File: src/rtl/button_events.sv
// Turns five debounced button levels into registered press/release/auto-repeat pulses
// and a lowest-index-wins event view for the menu FSM.
module button_events #(
  parameter int unsigned HOLD_TIME   = 20,
  parameter int unsigned REPEAT_TIME = 5,
  parameter int unsigned CNT_W       = 24
) (
  input  logic       clock,
  input  logic       reset,
  input  logic       enable,
  input  logic [4:0] btn_in,
  output logic [4:0] press,
  output logic [4:0] release_pulse, // release pulses; the bare name is a reserved word
  output logic [4:0] rpt,
  output logic [4:0] held,
  output logic       event_valid,
  output logic [2:0] event_code,
  output logic       event_repeat
);

  localparam int unsigned NumBtn = 5;
  localparam logic [CNT_W-1:0] HoldLast   = CNT_W'(HOLD_TIME - 1);
  localparam logic [CNT_W-1:0] RepeatLast = CNT_W'(REPEAT_TIME - 1);

  typedef enum logic [1:0] {
    StIdle,
    StWaitHold,
    StRepeat
  } state_e;

  state_e           state_q [NumBtn];
  state_e           state_d [NumBtn];
  logic [CNT_W-1:0] cnt_q   [NumBtn];
  logic [CNT_W-1:0] cnt_d   [NumBtn];

  logic [4:0] press_q, press_d;
  logic [4:0] release_q, release_d;
  logic [4:0] rpt_q, rpt_d;
  logic [4:0] held_q, held_d;
  logic [4:0] ev;

  always_comb begin
    press_d   = '0;
    release_d = '0;
    rpt_d     = '0;
    held_d    = held_q;
    for (int i = 0; i < NumBtn; i++) begin
      state_d[i] = state_q[i];
      cnt_d[i]   = cnt_q[i];
      // Disable clears everything so a still-held button re-presses on re-enable.
      if (!enable) begin
        state_d[i] = StIdle;
        cnt_d[i]   = '0;
        held_d[i]  = 1'b0;
      end else begin
        unique case (state_q[i])
          StIdle: begin
            if (btn_in[i]) begin
              press_d[i] = 1'b1;
              cnt_d[i]   = '0;
              state_d[i] = StWaitHold;
            end
          end
          StWaitHold: begin
            if (!btn_in[i]) begin
              release_d[i] = 1'b1;
              state_d[i]   = StIdle;
            end else if (cnt_q[i] == HoldLast) begin
              rpt_d[i]   = 1'b1;
              held_d[i]  = 1'b1;
              cnt_d[i]   = '0;
              state_d[i] = StRepeat;
            end else begin
              cnt_d[i] = cnt_q[i] + 1'b1;
            end
          end
          StRepeat: begin
            if (!btn_in[i]) begin
              release_d[i] = 1'b1;
              held_d[i]    = 1'b0;
              state_d[i]   = StIdle;
            end else if (cnt_q[i] == RepeatLast) begin
              rpt_d[i] = 1'b1;
              cnt_d[i] = '0;
            end else begin
              cnt_d[i] = cnt_q[i] + 1'b1;
            end
          end
          default: begin
            state_d[i] = StIdle;
            cnt_d[i]   = '0;
            held_d[i]  = 1'b0;
          end
        endcase
      end
    end
  end

  always_ff @(posedge clock) begin
    if (reset) begin
      press_q   <= '0;
      release_q <= '0;
      rpt_q     <= '0;
      held_q    <= '0;
      for (int i = 0; i < NumBtn; i++) begin
        state_q[i] <= StIdle;
        cnt_q[i]   <= '0;
      end
    end else begin
      press_q   <= press_d;
      release_q <= release_d;
      rpt_q     <= rpt_d;
      held_q    <= held_d;
      for (int i = 0; i < NumBtn; i++) begin
        state_q[i] <= state_d[i];
        cnt_q[i]   <= cnt_d[i];
      end
    end
  end

  assign press         = press_q;
  assign release_pulse = release_q;
  assign rpt           = rpt_q;
  assign held          = held_q;
  assign ev            = press_q | rpt_q;

  // Scan downward so the lowest set index wins.
  always_comb begin
    event_valid  = |ev;
    event_code   = '0;
    event_repeat = 1'b0;
    for (int i = NumBtn - 1; i >= 0; i--) begin
      if (ev[i]) begin
        event_code   = 3'(i);
        event_repeat = rpt_q[i];
      end
    end
  end

endmodule

File: config.mk
export PLATFORM = sky130hd
export DESIGN_NAME = button_events
export DESIGN_NICKNAME = d
export VERILOG_FILES = /design/src/rtl/button_events.sv
export SDC_FILE = /design/constraint.sdc
export NUM_CORES = 1
export LEC_CHECK = 0
export BUFFER_PORTS_ARGS = -buffer_cell sky130_fd_sc_hd__buf_2
export CAP_MARGIN = 20
export CELL_PAD_IN_SITES_DETAIL_PLACEMENT = 1
export CELL_PAD_IN_SITES_GLOBAL_PLACEMENT = 1
export CORE_MARGIN = 1
export CORE_UTILIZATION = 50
export CTS_CLUSTER_DIAMETER = 80
export CTS_CLUSTER_SIZE = 8
export DETAILED_ROUTE_END_ITERATION = 12
export PLACE_DENSITY_LB_ADDON = 0.1
export RECOVER_POWER = 50
export SETUP_SLACK_MARGIN = 0.02
export SLEW_MARGIN = 40
export SYNTH_ARGS = -nofsm -noshare
export SYNTH_HDL_FRONTEND = slang
export SYNTH_SLANG_ARGS = --single-unit
export TNS_END_PERCENT = 20
File: constraint.sdc
create_clock -name clock -period 4.1 [get_ports clock]
set_input_delay 0.615 -clock clock [delete_from_list [all_inputs] [get_ports clock]]
set_output_delay 0.615 -clock clock [all_outputs]
set_load 0.05 [all_outputs]
# Word-level counts from Yosys, hierarchy flattened
# Memory sizes are Yosys's and may differ from the RTL's.
# Cells that the tools add are included.
classes:
  bitwise_logic: 22
  eq_ne: 35
  n_mux: 143
  n_reduce_logical: 27
  n_addsub: 5
op_table:
  columns: ["op", "count"]
  rows:
  - ["2-to-1 mux 24 bit", 35]
  - ["case mux 24 bit (3 select lines)", 5]
  - ["adder 24 x 1 -> 24 bit, second input constant", 5]
  - ["equality test 24 x 3 -> 1 bit, second input constant", 5]
  - ["equality test 24 x 5 -> 1 bit, second input constant", 5]
  - ["2-to-1 mux 2 bit", 30]
  - ["2-to-1 mux 1 bit", 53]
  - ["!= test 2 bit, second input constant", 15]
  - ["case mux 2 bit (3 select lines)", 5]
  - ["OR reduction 3 bit", 10]
  - ["AND reduction 4 bit", 5]
  - ["2-to-1 mux 3 bit", 5]
  - ["case mux 1 bit (3 select lines)", 5]
  - ["OR reduction 2 bit", 6]
  - ["inverter 1 bit", 11]
  - ["equality test 2 x 1 -> 1 bit, second input constant", 5]
  - ["equality test 2 bit, second input constant", 5]
  - ["logical NOT 2 bit", 5]
  - ["bitwise OR 1 bit", 10]
  - ["case mux 1 bit (2 select lines)", 5]
  - ["bitwise OR 5 bit", 1]
  - ["OR reduction 5 bit", 1]
word_totals:
  n_memories: 2
  register_bits: 20
  in_bits: 8
  ram_bits: 130
  out_inout_bits: 25
memory_table:
  columns: ["name", "depth", "width", "rd", "rd_ports_with_merged_regs", "write_ports", "line", "source"]
  rows:
  - ["cnt_q", 5, 24, 5, 0, 5, "33", "logic [CNT_W-1:0] cnt_q [NumBtn];"]
  - ["state_q", 5, 2, 5, 0, 5, "31", "state_e state_q [NumBtn];"]

# Logic depth before layout (Yosys ltp)
depth:
  word_depth: 6
  mapped_depth: 10
  depth_no_buf: 8

# Worst setup path before layout
# Ideal clock, no wire load.
synth_timing:
  kind: "reg2out"
  start: "register rpt_q[3], in the netlist rpt[3]"
  end: "output port event_code[0]"
  arrival_ns: 2.000
  path_slack_ns: 1.485
  n_path_buf: 0
  path_stages_with_launch: 5
  cell_sequence: "dfxtp_1 -> nor2_1 -> nor3_1 -> nor3_1 -> nor3_1"
synth_via:
  elab_chain_cells: 5
synth_rtl:
  columns: ["element", "line", "source"]
  rows:
  - ["start, declared", "38", "logic [4:0] rpt_q, rpt_d;"]
  - ["start signal, assigned", "112", "rpt_q <= rpt_d;"]
  - ["bitwise OR 5 bit", "125", "assign ev = press_q | rpt_q;"]
  - ["2-to-1 mux 3 bit (4 in series)", "133", "if (ev[i]) begin"]
  - ["end, declared", "17", "output logic [2:0] event_code,"]
# No other way between the ends.

# Final worst setup path
layout_timing:
  start: "register rpt_q[2], in the netlist rpt[2]"
  end: "output port event_code[2]"
layout_via:
  elab_chain_cells: 4
layout_rtl:
  columns: ["element", "line"]
  rows:
  - ["bitwise OR 5 bit", "125"]
  - ["2-to-1 mux 3 bit (3 in series)", "133"]
# No other way between the ends.

==> impl_results.md <==
* First-pass DRT Iterations at 4
* Ys async rst share at 0%
* Die height at approximately 130 um
* Detailed-route wire length at 21,600 um
* Cells along the critical path: nor4_1 -> nand2_1 -> nor2_1 -> clkbuf_1
* Via density at 6.11
* Period utilization at 70.0%
* Total leakage power at ~3 nW
* CP peak stage delay at 0.78 ns
* Worst r2r path cells at 6
* Antenna Cells at 0
* Clock Latency Late Sink at roughly 0.42 ns
* Layout cells sized above 1 at roughly 5.8%
* Worst-case clock buffer depth at 2
* CTS tree: yes
* Vias in the first global route at about 7,500
* Layout net count at 1,001
* Data required time of the worst path at 3.48 ns
* CTS Buf Count at 17
* DP Area at about 0.008 mm2
* Hold crit path type: flip-flop to flip-flop
* Post-synth net total at 977
* Routed Antenna Nets at 0
* Crit Path Class: flip-flop to output pin
* Worst-case vdd ir drop at 384 uV
* Placer congestion estimate at between 0.8 and 0.9
* Pint at around 2.7 mW
* Top FF cell, synth: dfxtp_1
* Post-synthesis cell count at ~940
* Post-synth EDFFs at 0
* Register area share after synthesis at between 30% and 40%
* Starting Density at between 50% and 60%
* Worst flop-to-flop path startpoint: cnt_q[0][59]
* Clock-pin slew on the worst setup and hold paths at ~0.060 ns
* Most common cell after layout, fill and taps aside: dfxtp_1
* Largest net degree at the start of global routing at 24
* Outcome: finished, final reports clean
* Die ar. at between 0.015 and 0.02 mm2
* Max H-tree Level at 4
* Root buffer cell: clkbuf_16
* IO Pins at 33
* Worst Path Arrival at ~2.3 ns
* Core area at ~0.015 mm2
* Netlist cell types at 54
* Final Power at 3.42 mW
* Power Dens Cells at 396 mW/mm2
* Clock share of power at between 50% and 60%
* F_max at 348 MHz
* GRT Overall Usage at between 20 and 30%
* Critical path fanouts, max at 4
* Worst-margin pin slew at about 1.2 ns
* Pins Over Slew Limit at 0
* WL per Instance at around 19 um
* Post-CTS sizing at 0
* Rel. slew slack at between 20 and 25%
* Final hold violations at 0
* Fin util at between 50% and 60%
* Setup crit start kind: flip-flop
* Initial antenna violation count at 0
* Die X at 126 um
* Global-route wire length before repair at 36,800 um
* Post-Route Skew at roughly 0.01 ns
* Most frequent cells in the layout: dfxtp_1, nor2_1, nand2_1
* Slowest-stage cell, CP: nor4_1
* MaxCap Viol Count at 0
* Setup_tns at 0 ns
* RSZ-0062 raised after global routing: no
* Area grow syn2layout at 12.0%
* DP HPWL at approximately 15,000 um
* Total number of vias at between 7,000 and 8,000
* GRT overflow at 0
* DRC Markers at 0
* PortBufs at 32
* #FFs+latches synth at 150
* Psw at 0.718 mW
* # clock sinks at 150
* Switching share of power at between 20% and 30%
* Filler cell count at around 1,800
* Cell row count at 44
* Postcts setup bufs at 0
* Final Cell Area at around 0.0086 mm2
* Worst setup EP type: output pin
* Critical Path End: event_code[2]
* Reg2Reg Capture Point: cnt_q[0][67]
* Sequential share of power at roughly 43%
* Crit path time final at between 2 and 3 ns
* CP startpoint: rpt[2]
* YS warnings at 0
* Hold_buf cts at 0
* Gate power share at approximately 4.2%
* Reg2Reg Setup Slack at ~1.5 ns
* Final setup vio count at 0
* DRT iter0 DRCs at slightly above 300
* Mapped Area at a little under 0.008 mm2
* Synth Area per Inst at 8.15 um2
sequential cells by signal, summed over array words and instances (netlist names):
register / flops
state_q: 10
release_pulse: 5
press: 5
cnt_q: 120
rpt: 5
held: 5
area by class of cell:
| cell class | instances | area (um2) | area share (%) |
|---|---|---|---|
| Clock buffer | 22 | 484 | 5.62 |
| Inverter | 38 | 143 | 1.66 |
| Tap cell | 184 | 230 | 2.67 |
| Timing Repair Buffer | 35 | 144 | 1.67 |
| Sequential cell | 150 | 3000 | 34.8 |
| Clock inverter | 9 | 195 | 2.26 |
| Multi-Input combinational cell | 726 | 4420 | 51.3 |
worst max-delay path: cells and delay by family, from the launching register on:
kind | cells | cell delay [ns]
and+or+nand+nor | 3 | 1.01
buffers and inverters | 1 | 0.47
DFF | 1 | 0.35
worst min path at each step:
stage | start | endpoint | slack [ns] | cells after the start
finish | cnt_q[0][90] | cnt_q[0][90] | 0.50 | 1
global route | cnt_q[0][90] | cnt_q[0][90] | 0.51 | 1
CTS | cnt_q[0][90] | cnt_q[0][90] | 0.50 | 1
detailed placement | cnt_q[0][90] | cnt_q[0][90] | 0.49 | 1
global placement | cnt_q[0][90] | cnt_q[0][90] | 0.47 | 1
floorplan | cnt_q[0][19] | cnt_q[0][19] | 0.45 | 1
Yosys cell counts (all sizes together), types with 3 or more instances:
| library cell | n | share of area (%) |
|---|---|---|
| o311ai | 3 | 0.34 |
| clkbuf | 25 | 1.2 |
| nand4 | 45 | 3.7 |
| nand2 | 103 | 5.0 |
| xor2 | 61 | 6.9 |
| or3 | 5 | 0.41 |
| a31oi | 13 | 1.4 |
| nand3b | 9 | 0.88 |
| a211oi | 10 | 0.98 |
| dfxtp | 150 | 39 |
| a21boi | 3 | 0.29 |
| and3 | 22 | 1.8 |
| nor3 | 33 | 2.3 |
| and4 | 16 | 1.8 |
| nor2b | 4 | 0.33 |
| or2 | 4 | 0.33 |
| a21o | 5 | 0.49 |
| buf | 5 | 0.49 |
| o22ai | 8 | 0.65 |
| a21oi | 34 | 2.2 |
| and2 | 3 | 0.24 |
| ha | 25 | 4.1 |
| mux2i | 11 | 1.4 |
| o21ai | 23 | 1.5 |
| nor4 | 41 | 3.3 |
| a22o | 5 | 0.57 |
| inv | 38 | 1.9 |
| nand3 | 59 | 3.8 |
| nor3b | 4 | 0.39 |
| nor2 | 126 | 6.1 |
| or4 | 7 | 0.78 |
| xnor2 | 19 | 2.2 |
power by group through the flow:
stage          clock network [mW]  logic [mW]  registers, mW
2_1_floorplan                   0      0.0973           1.51
3_3_place_gp                    0       0.138           1.50
3_5_place_dp                    0       0.145           1.50
4_1_cts                      1.83       0.147           1.47
5_1_grt                      1.88       0.157           1.47
6_report                     1.80       0.145           1.47
metal layers:
| metal | track usage, % | up-vias | wire [um] |
|---|---|---|---|
| li1 | - | 3436 | - |
| met1 | 35.0 | 3499 | 9790 |
| met2 | 50.3 | 138 | 10700 |
| met3 | 5.73 | 38 | 725 |
| met4 | 9.07 | 0 | 410 |
| met5 | 0 | - | 0 |
through the flow:
stage / instances / setup slack [ns] / hold WS [ns]
2_1_floorplan: 944 / 1.49 / 0.446
4_1_cts: 1164 / 1.51 / 0.496
3_3_place_gp: 1133 / 1.46 / 0.470
6_report: 1164 / 1.23 / 0.495
5_1_grt: 1164 / 1.06 / 0.512
3_5_place_dp: 1133 / 1.45 / 0.489
kinds of logic (layout without fill, tap and decap cells):
| group | count (synthesis) | count (layout) | synth area share, % |
|---|---|---|---|
| and+or+nand+nor | 486 | 486 | 31.8 |
| DFF | 150 | 150 | 39.0 |
| AOI/OAI and AO/OA | 122 | 122 | 10.7 |
| xor gates and xnor gates | 80 | 80 | 9.11 |
| buffers and inverters | 68 | 104 | 3.56 |
| adders and majority gates | 25 | 25 | 4.07 |
| muxes | 13 | 13 | 1.72 |
No activity file was read; power rests on OpenSTA's default activity.
